[config.mk]
export PLATFORM = sky130hd
export DESIGN_NAME = rv32i_trace_tx
export DESIGN_NICKNAME = d
export VERILOG_FILES = /design/src/rtl/rv32i_trace_pkg.sv /design/src/rtl/rv32i_trace_fifo.sv /design/src/rtl/rv32i_trace_tx.sv
export SDC_FILE = /design/constraint.sdc
export NUM_CORES = 1
export LEC_CHECK = 0
export ABC_AREA = 0
export CAP_MARGIN = 40
export CORE_MARGIN = 5
export CORE_UTILIZATION = 52
export CTS_CLUSTER_SIZE = 16
export DETAILED_ROUTE_END_ITERATION = 8
export MAX_ROUTING_LAYER = met4
export PLACE_DENSITY = 0.71
export SETUP_SLACK_MARGIN = 0.5
export SYNTH_ARGS = -nofsm -noshare
export SYNTH_HDL_FRONTEND = slang
export SYNTH_SLANG_ARGS = --single-unit
export TNS_END_PERCENT = 10
[constraint.sdc]
create_clock -name clk_i -period 13.3 [get_ports clk_i]
set_clock_uncertainty 0.2 [all_clocks]
set_input_delay 1.995 -clock clk_i [delete_from_list [all_inputs] [get_ports clk_i]]
set_output_delay 1.995 -clock clk_i [all_outputs]
set_load 0.01 [all_outputs]
[src/rtl/rv32i_trace_pkg.sv]
// Shared types for the retirement-trace path: record layout, field widths and field helpers.
// RV32I_TRACE_TIMESTAMP_EN adds a 32-bit cycle timestamp to every record.
package rv32i_trace_pkg;

  localparam int unsigned TRACE_SEQ_W = 16;
  localparam int unsigned XLEN        = 32;
  localparam int unsigned REG_AW      = 5;
  localparam int unsigned TSTAMP_W    = 32;

  typedef struct packed {
    logic [TRACE_SEQ_W-1:0] seq;
    logic                   lost;
    logic [XLEN-1:0]        pc;
    logic [XLEN-1:0]        instr;
    logic [REG_AW-1:0]      rd;
    logic [XLEN-1:0]        rd_data;
`ifdef RV32I_TRACE_TIMESTAMP_EN
    logic [TSTAMP_W-1:0]    tstamp;
`endif
  } trace_rec_t;

  localparam int unsigned TRACE_REC_W = $bits(trace_rec_t);

  // Only report a destination when the instruction really writes one.
  function automatic logic [REG_AW-1:0] trace_rd(input logic regwrite,
                                                 input logic [REG_AW-1:0] rd_addr);
    return regwrite ? rd_addr : '0;
  endfunction

  // x0 writes are architecturally invisible, so their data is zeroed too.
  function automatic logic [XLEN-1:0] trace_rd_data(input logic regwrite,
                                                    input logic [REG_AW-1:0] rd_addr,
                                                    input logic [XLEN-1:0] rd_data);
    return (regwrite && (rd_addr != '0)) ? rd_data : '0;
  endfunction

endpackage

[src/rtl/rv32i_trace_fifo.sv]
// Synchronous FIFO with extra-MSB pointers; a push into a full FIFO is accepted
// only when a pop happens in the same cycle.
module rv32i_trace_fifo #(
  parameter int unsigned DEPTH = 8,
  parameter int unsigned WIDTH = 8
) (
  input  logic                     clk,
  input  logic                     rst_n,
  input  logic                     push,
  input  logic [WIDTH-1:0]         wdata,
  input  logic                     pop,
  output logic [WIDTH-1:0]         rdata,
  output logic                     full,
  output logic                     empty,
  output logic [$clog2(DEPTH):0]   level
);

  localparam int unsigned AW = $clog2(DEPTH);

  logic [WIDTH-1:0] mem [DEPTH];
  logic [AW:0]      wr_ptr;
  logic [AW:0]      rd_ptr;
  logic             do_push;
  logic             do_pop;

  // Status is decoded purely from registered pointers.
  assign empty   = (wr_ptr == rd_ptr);
  assign full    = (wr_ptr[AW] != rd_ptr[AW]) && (wr_ptr[AW-1:0] == rd_ptr[AW-1:0]);
  assign level   = wr_ptr - rd_ptr;
  assign do_pop  = pop & ~empty;
  assign do_push = push & (~full | do_pop);
  assign rdata   = empty ? '0 : mem[rd_ptr[AW-1:0]];

  always_ff @(posedge clk or negedge rst_n) begin
    if (!rst_n) begin
      wr_ptr <= '0;
      rd_ptr <= '0;
    end else begin
      if (do_push) wr_ptr <= wr_ptr + 1'b1;
      if (do_pop)  rd_ptr <= rd_ptr + 1'b1;
    end
  end

  // Storage needs no reset: reads are masked to zero while empty.
  always_ff @(posedge clk) begin
    if (do_push) mem[wr_ptr[AW-1:0]] <= wdata;
  end

endmodule

[src/rtl/rv32i_trace_tx.sv]
// Retirement-trace transmitter: captures MEM/WB retirements into records, buffers them,
// and streams them out over valid/ready. RV32I_TRACE_TIMESTAMP_EN adds a cycle timestamp.
module rv32i_trace_tx
  import rv32i_trace_pkg::*;
#(
  parameter int unsigned DEPTH  = 8,
  parameter int unsigned SEQ_W  = TRACE_SEQ_W,
  parameter int unsigned DROP_W = 16
) (
  input  logic                     clk_i,
  input  logic                     rst_i,
  input  logic                     trace_en_i,
  input  logic                     wb_valid_i,
  input  logic [XLEN-1:0]          wb_pc_i,
  input  logic [XLEN-1:0]          wb_instr_i,
  input  logic                     memwb_regwrite,
  input  logic [REG_AW-1:0]        memwb_rd_addr,
  input  logic [XLEN-1:0]          memwb_rd_data,
  output logic                     trace_valid_o,
  input  logic                     trace_ready_i,
  output trace_rec_t               trace_rec_o,
  output logic [DROP_W-1:0]        drop_cnt_o,
  output logic [$clog2(DEPTH):0]   fifo_level_o
);

  logic [SEQ_W-1:0]       seq_q;
  logic                   lost_q;
  logic [DROP_W-1:0]      drop_q;
  logic                   capture;
  logic                   pop;
  logic                   push_ok;
  logic                   fifo_full;
  logic                   fifo_empty;
  logic [TRACE_REC_W-1:0] head;
  trace_rec_t             rec;

  assign capture = trace_en_i & wb_valid_i;
  assign pop     = trace_valid_o & trace_ready_i;
  // Same acceptance rule as the FIFO: a simultaneous pop frees the slot.
  assign push_ok = capture & (~fifo_full | pop);

`ifdef RV32I_TRACE_TIMESTAMP_EN
  logic [TSTAMP_W-1:0] cycle_q;

  always_ff @(posedge clk_i or negedge rst_i) begin
    if (!rst_i) cycle_q <= '0;
    else        cycle_q <= cycle_q + 1'b1;
  end
`endif

  // Record assembly from the MEM/WB retirement signals.
  always_comb begin
    rec         = '0;
    rec.seq     = TRACE_SEQ_W'(seq_q);
    rec.lost    = lost_q;
    rec.pc      = wb_pc_i;
    rec.instr   = wb_instr_i;
    rec.rd      = trace_rd(memwb_regwrite, memwb_rd_addr);
    rec.rd_data = trace_rd_data(memwb_regwrite, memwb_rd_addr, memwb_rd_data);
`ifdef RV32I_TRACE_TIMESTAMP_EN
    rec.tstamp  = cycle_q;
`endif
  end

  // Sequence advances on every capture, dropped or not, so gaps reveal losses.
  always_ff @(posedge clk_i or negedge rst_i) begin
    if (!rst_i) begin
      seq_q  <= '0;
      lost_q <= 1'b0;
      drop_q <= '0;
    end else if (capture) begin
      seq_q <= seq_q + 1'b1;
      if (push_ok) begin
        lost_q <= 1'b0;
      end else begin
        lost_q <= 1'b1;
        if (drop_q != '1) drop_q <= drop_q + 1'b1;
      end
    end
  end

  rv32i_trace_fifo #(
    .DEPTH (DEPTH),
    .WIDTH (TRACE_REC_W)
  ) u_fifo (
    .clk   (clk_i),
    .rst_n (rst_i),
    .push  (capture),
    .wdata (TRACE_REC_W'(rec)),
    .pop   (pop),
    .rdata (head),
    .full  (fifo_full),
    .empty (fifo_empty),
    .level (fifo_level_o)
  );

  assign trace_valid_o = ~fifo_empty;
  assign trace_rec_o   = trace_rec_t'(head);
  assign drop_cnt_o    = drop_q;

endmodule

==> flow_summary_export.csv <==
group,metric,value,unit
status,status,"finished clean",
layout,finalInstanceArea,45270,µm²
drt,finalWirelength,83400,µm
logic_synthesis,netlist_instances,1863,
cts,cts_buffers,99,
cts,post-cts-setup-buffer-count,0,
cts,hold_buffers,0,
floorplan,dieArea,78230,µm²
sta,fin_tns_setup,0,ns
layout,fillCellCount,4890,
cts,cts_max_level,3,
layout,postLayoutCoreUtil,63.00,%
floorplan,initial_utilization,52.64,%
logic_synthesis,synth-simple-area-share,4.046,%
layout,final_common_cell,"edfxtp_1",
power_and_ir_drop,vdd_drop_max,0.0001993,V
logic_synthesis,ys_types,35,
power_and_ir_drop,power_density,220.9,nW/µm²
sta,slew_headroom,32.51,%
critical_path,cp_max_fo,53,
placement,gp_congestion,0.7480,
logic_synthesis,synth_top_family_by_area,"multiplexers",
placement,dp.cells,3009,
layout,seq_area,29380,µm²
layout,syn2layout_area_growth,19.69,%
grt,antenna_found_initial,4,
layout,final_cell_mix,"944 x edfxtp_1, 256 x nand2_1, 244 x clkdlybuf4s50_1, 236 x mux4_2, 119 x a21oi_1",
drt,antenna_left,0,
drt,firstDrtPassIters,5,
sta,max_slew.worst_pin.slew,1.012,ns
grt,grt_max_degree,122,
floorplan,die_h,279.7,µm
critical_path,crit_path_end_kind,"output port",
sta,finalCritPeriodShare,54.66,%
sta,maxSlewViolCount,0,
logic_synthesis,synth_fp_nets,1978,
critical_path,crit_type,"reg -> out",
sta,setup_violations,0,
critical_path,rrSetupSlack,7.83,ns
logic_synthesis,synth_largest_area_cell,"edfxtp_1",
logic_synthesis,yosys.area_share.xor_xnor,0.8336,%
placement,dpl-instance-area,41810,µm²
drt,dr.first_iter.drc_count,1554,
grt,grtUsageTotal,22.02,%
flow_run,cap_violations,0,
logic_synthesis,syn-cell-area,37820,µm²
sta,hold_viol,0,
power_and_ir_drop,p_leak,14.90,nW
placement,dpl.hpwl,45840,µm
cts,clock_latency,0.64,ns
cts,cts.repair.resized,0,
drt,remaining_drc_errors,0,
sta,layout_min_cycle_time,7.270,ns
cts,cts-root-buf,"clkbuf_16",
critical_path,worstSetupStartpointType,"flip-flop",
logic_synthesis,synth_mux_area_share,14.20,%
critical_path,arrival,5.08,ns
floorplan,rows,98,
floorplan,die-width,279.7,µm
cts,clock_sinks,985,
grt,overflow,0,
critical_path,timing.critical_path.from,"u_fifo.rd_ptr[2]",
grt,grt_pass1_vias,19920,
floorplan,core_area,71850,µm²
critical_path,cp.required,11.10,ns
sta,grt_setup_unrepaired,"false",
logic_synthesis,synth_top_area_share,74.95,%
sta,fmax,137.5,MHz
cts,clk_path_buf_depth,3,
worst_hold_path,hold_start,"drop_cnt_o[5]",
logic_synthesis,synth_compound_area_share,1.723,%
drt,vias,18859,
floorplan,ios,246,
sta,layout_setup_ws,6.030,ns
logic_synthesis,ys_seq_elements,985,
placement,place.port_buffers,245,
layout,multi_input_area,8031,µm²
logic_synthesis,synth.yosys.seq_area_share,77.66,%
layout,fin_cells,3202,
placement,preCtsSetupSlack,6.665,ns
logic_synthesis,syn_avg_cell_area,20.30,µm²
logic_synthesis,synthAdderAreaFrac,0.2845,%
cts,cts_tree,"done",
logic_synthesis,yosys_warnings,0,
layout,drive_above_1_share,20.85,%
grt,grt_pass1_wl,126400,µm
critical_path,timing.rr.start,"u_fifo.rd_ptr[2]",
drt,vias_per_cell,5.890,
drt,wl_per_cell,26.05,µm
logic_synthesis,synth.top_cells.by_area,"edfxtp_1 75%, mux4_2 14%, dfrtp_1 2.7%, nand2_1 2.5%, a21oi_1 1.6%",
layout,nNetsFinal,2275,
worst_hold_path,hold_path_class,"reg -> reg",
cts,clkTransAtPathRegs,0.06,ns
## final timing paths
check	to	cells after the start
setup / recovery	trace_rec_o[29]	10
hold / removal	drop_cnt_o[5]	1
setup reg to reg	u_fifo.mem[2][5]	11
hold reg to reg	drop_cnt_o[5]	1
max in group asynchronous	u_fifo.rd_ptr[2]	2
min in group asynchronous	drop_cnt_o[0]	1
## cell type report
class	count	area share, %
clock buffers	115	5.718
multi-input cells	766	17.74
inverters	16	0.1437
diodes	7	0.03869
repair buffers	292	6.937
clock inverters	71	1.888
flip-flops and latches	985	64.91
well taps	950	2.626
## power breakdown
group / internal, mW / switching, mW
Clock: 1.75 / 1.15
Sequential: 3.66 / 0.126
Combinational: 1.61 / 1.70
## per-stage QoR
stage                     hold WS (ns)  power [mW]
final                           0.2916       9.999
after global routing            0.3052       10.46
after global placement          0.2773       7.117
after floorplan                 0.2617       5.700
after CTS                       0.2930       10.12
after detailed placement        0.2822       7.208
## kinds of logic after synthesis
family,Yosys count
AO/OA/AOI/OAI,126
AND/OR/NAND/NOR,355
adder cells (fa/ha/maj),8
flip-flops,985
XOR/XNOR,36
buffers and inverters,112
multiplexers,241
## state kept, by name, indices dropped and copies added, names as in the netlist
signal	cells
drop_cnt_o	16
u_fifo.rd_ptr	4
seq_q	16
u_fifo.mem	944
lost_q	1
u_fifo.wr_ptr	4
## cells in the mapped netlist, drive strengths merged
cell type	n
a21oi	119
mux4	236
fa	1
o21ai	2
inv	16
nand3	14
dfrtp	41
ha	7
o211ai	2
nor3	9
or3	2
nor4	1
or2	1
nand4	4
nand2b	3
and3	2
clkbuf	41
or4	1
nor2	23
xnor2	22
and4	2
xor2	14
and2	37
mux2	5
a21o	2
buf	55
edfxtp	944
o21a	1
nand2	256
## per-layer routing
layer / GRT usage (%) / routed length (µm) / up-vias
met5: - / 0 / -
met4: 4.870 / 1432 / 0
met3: 3.817 / 5800 / 106
met2: 34.80 / 41530 / 694
met1: 30.97 / 34640 / 9989
li1: - / - / 8070
## worst max-delay path, cell delays in order (launching register included)
cell and delay (ns):
dfrtp_4 0.77, inv_4 0.25, buf_16 0.29, ha_1 0.40, nand3_1 0.25, nor2_4 0.17, buf_4 0.62, buf_4 0.62
buf_16 0.31, a21oi_1 0.15, clkdlybuf4s50_1 0.52
Power figures use the tool's default switching activity.
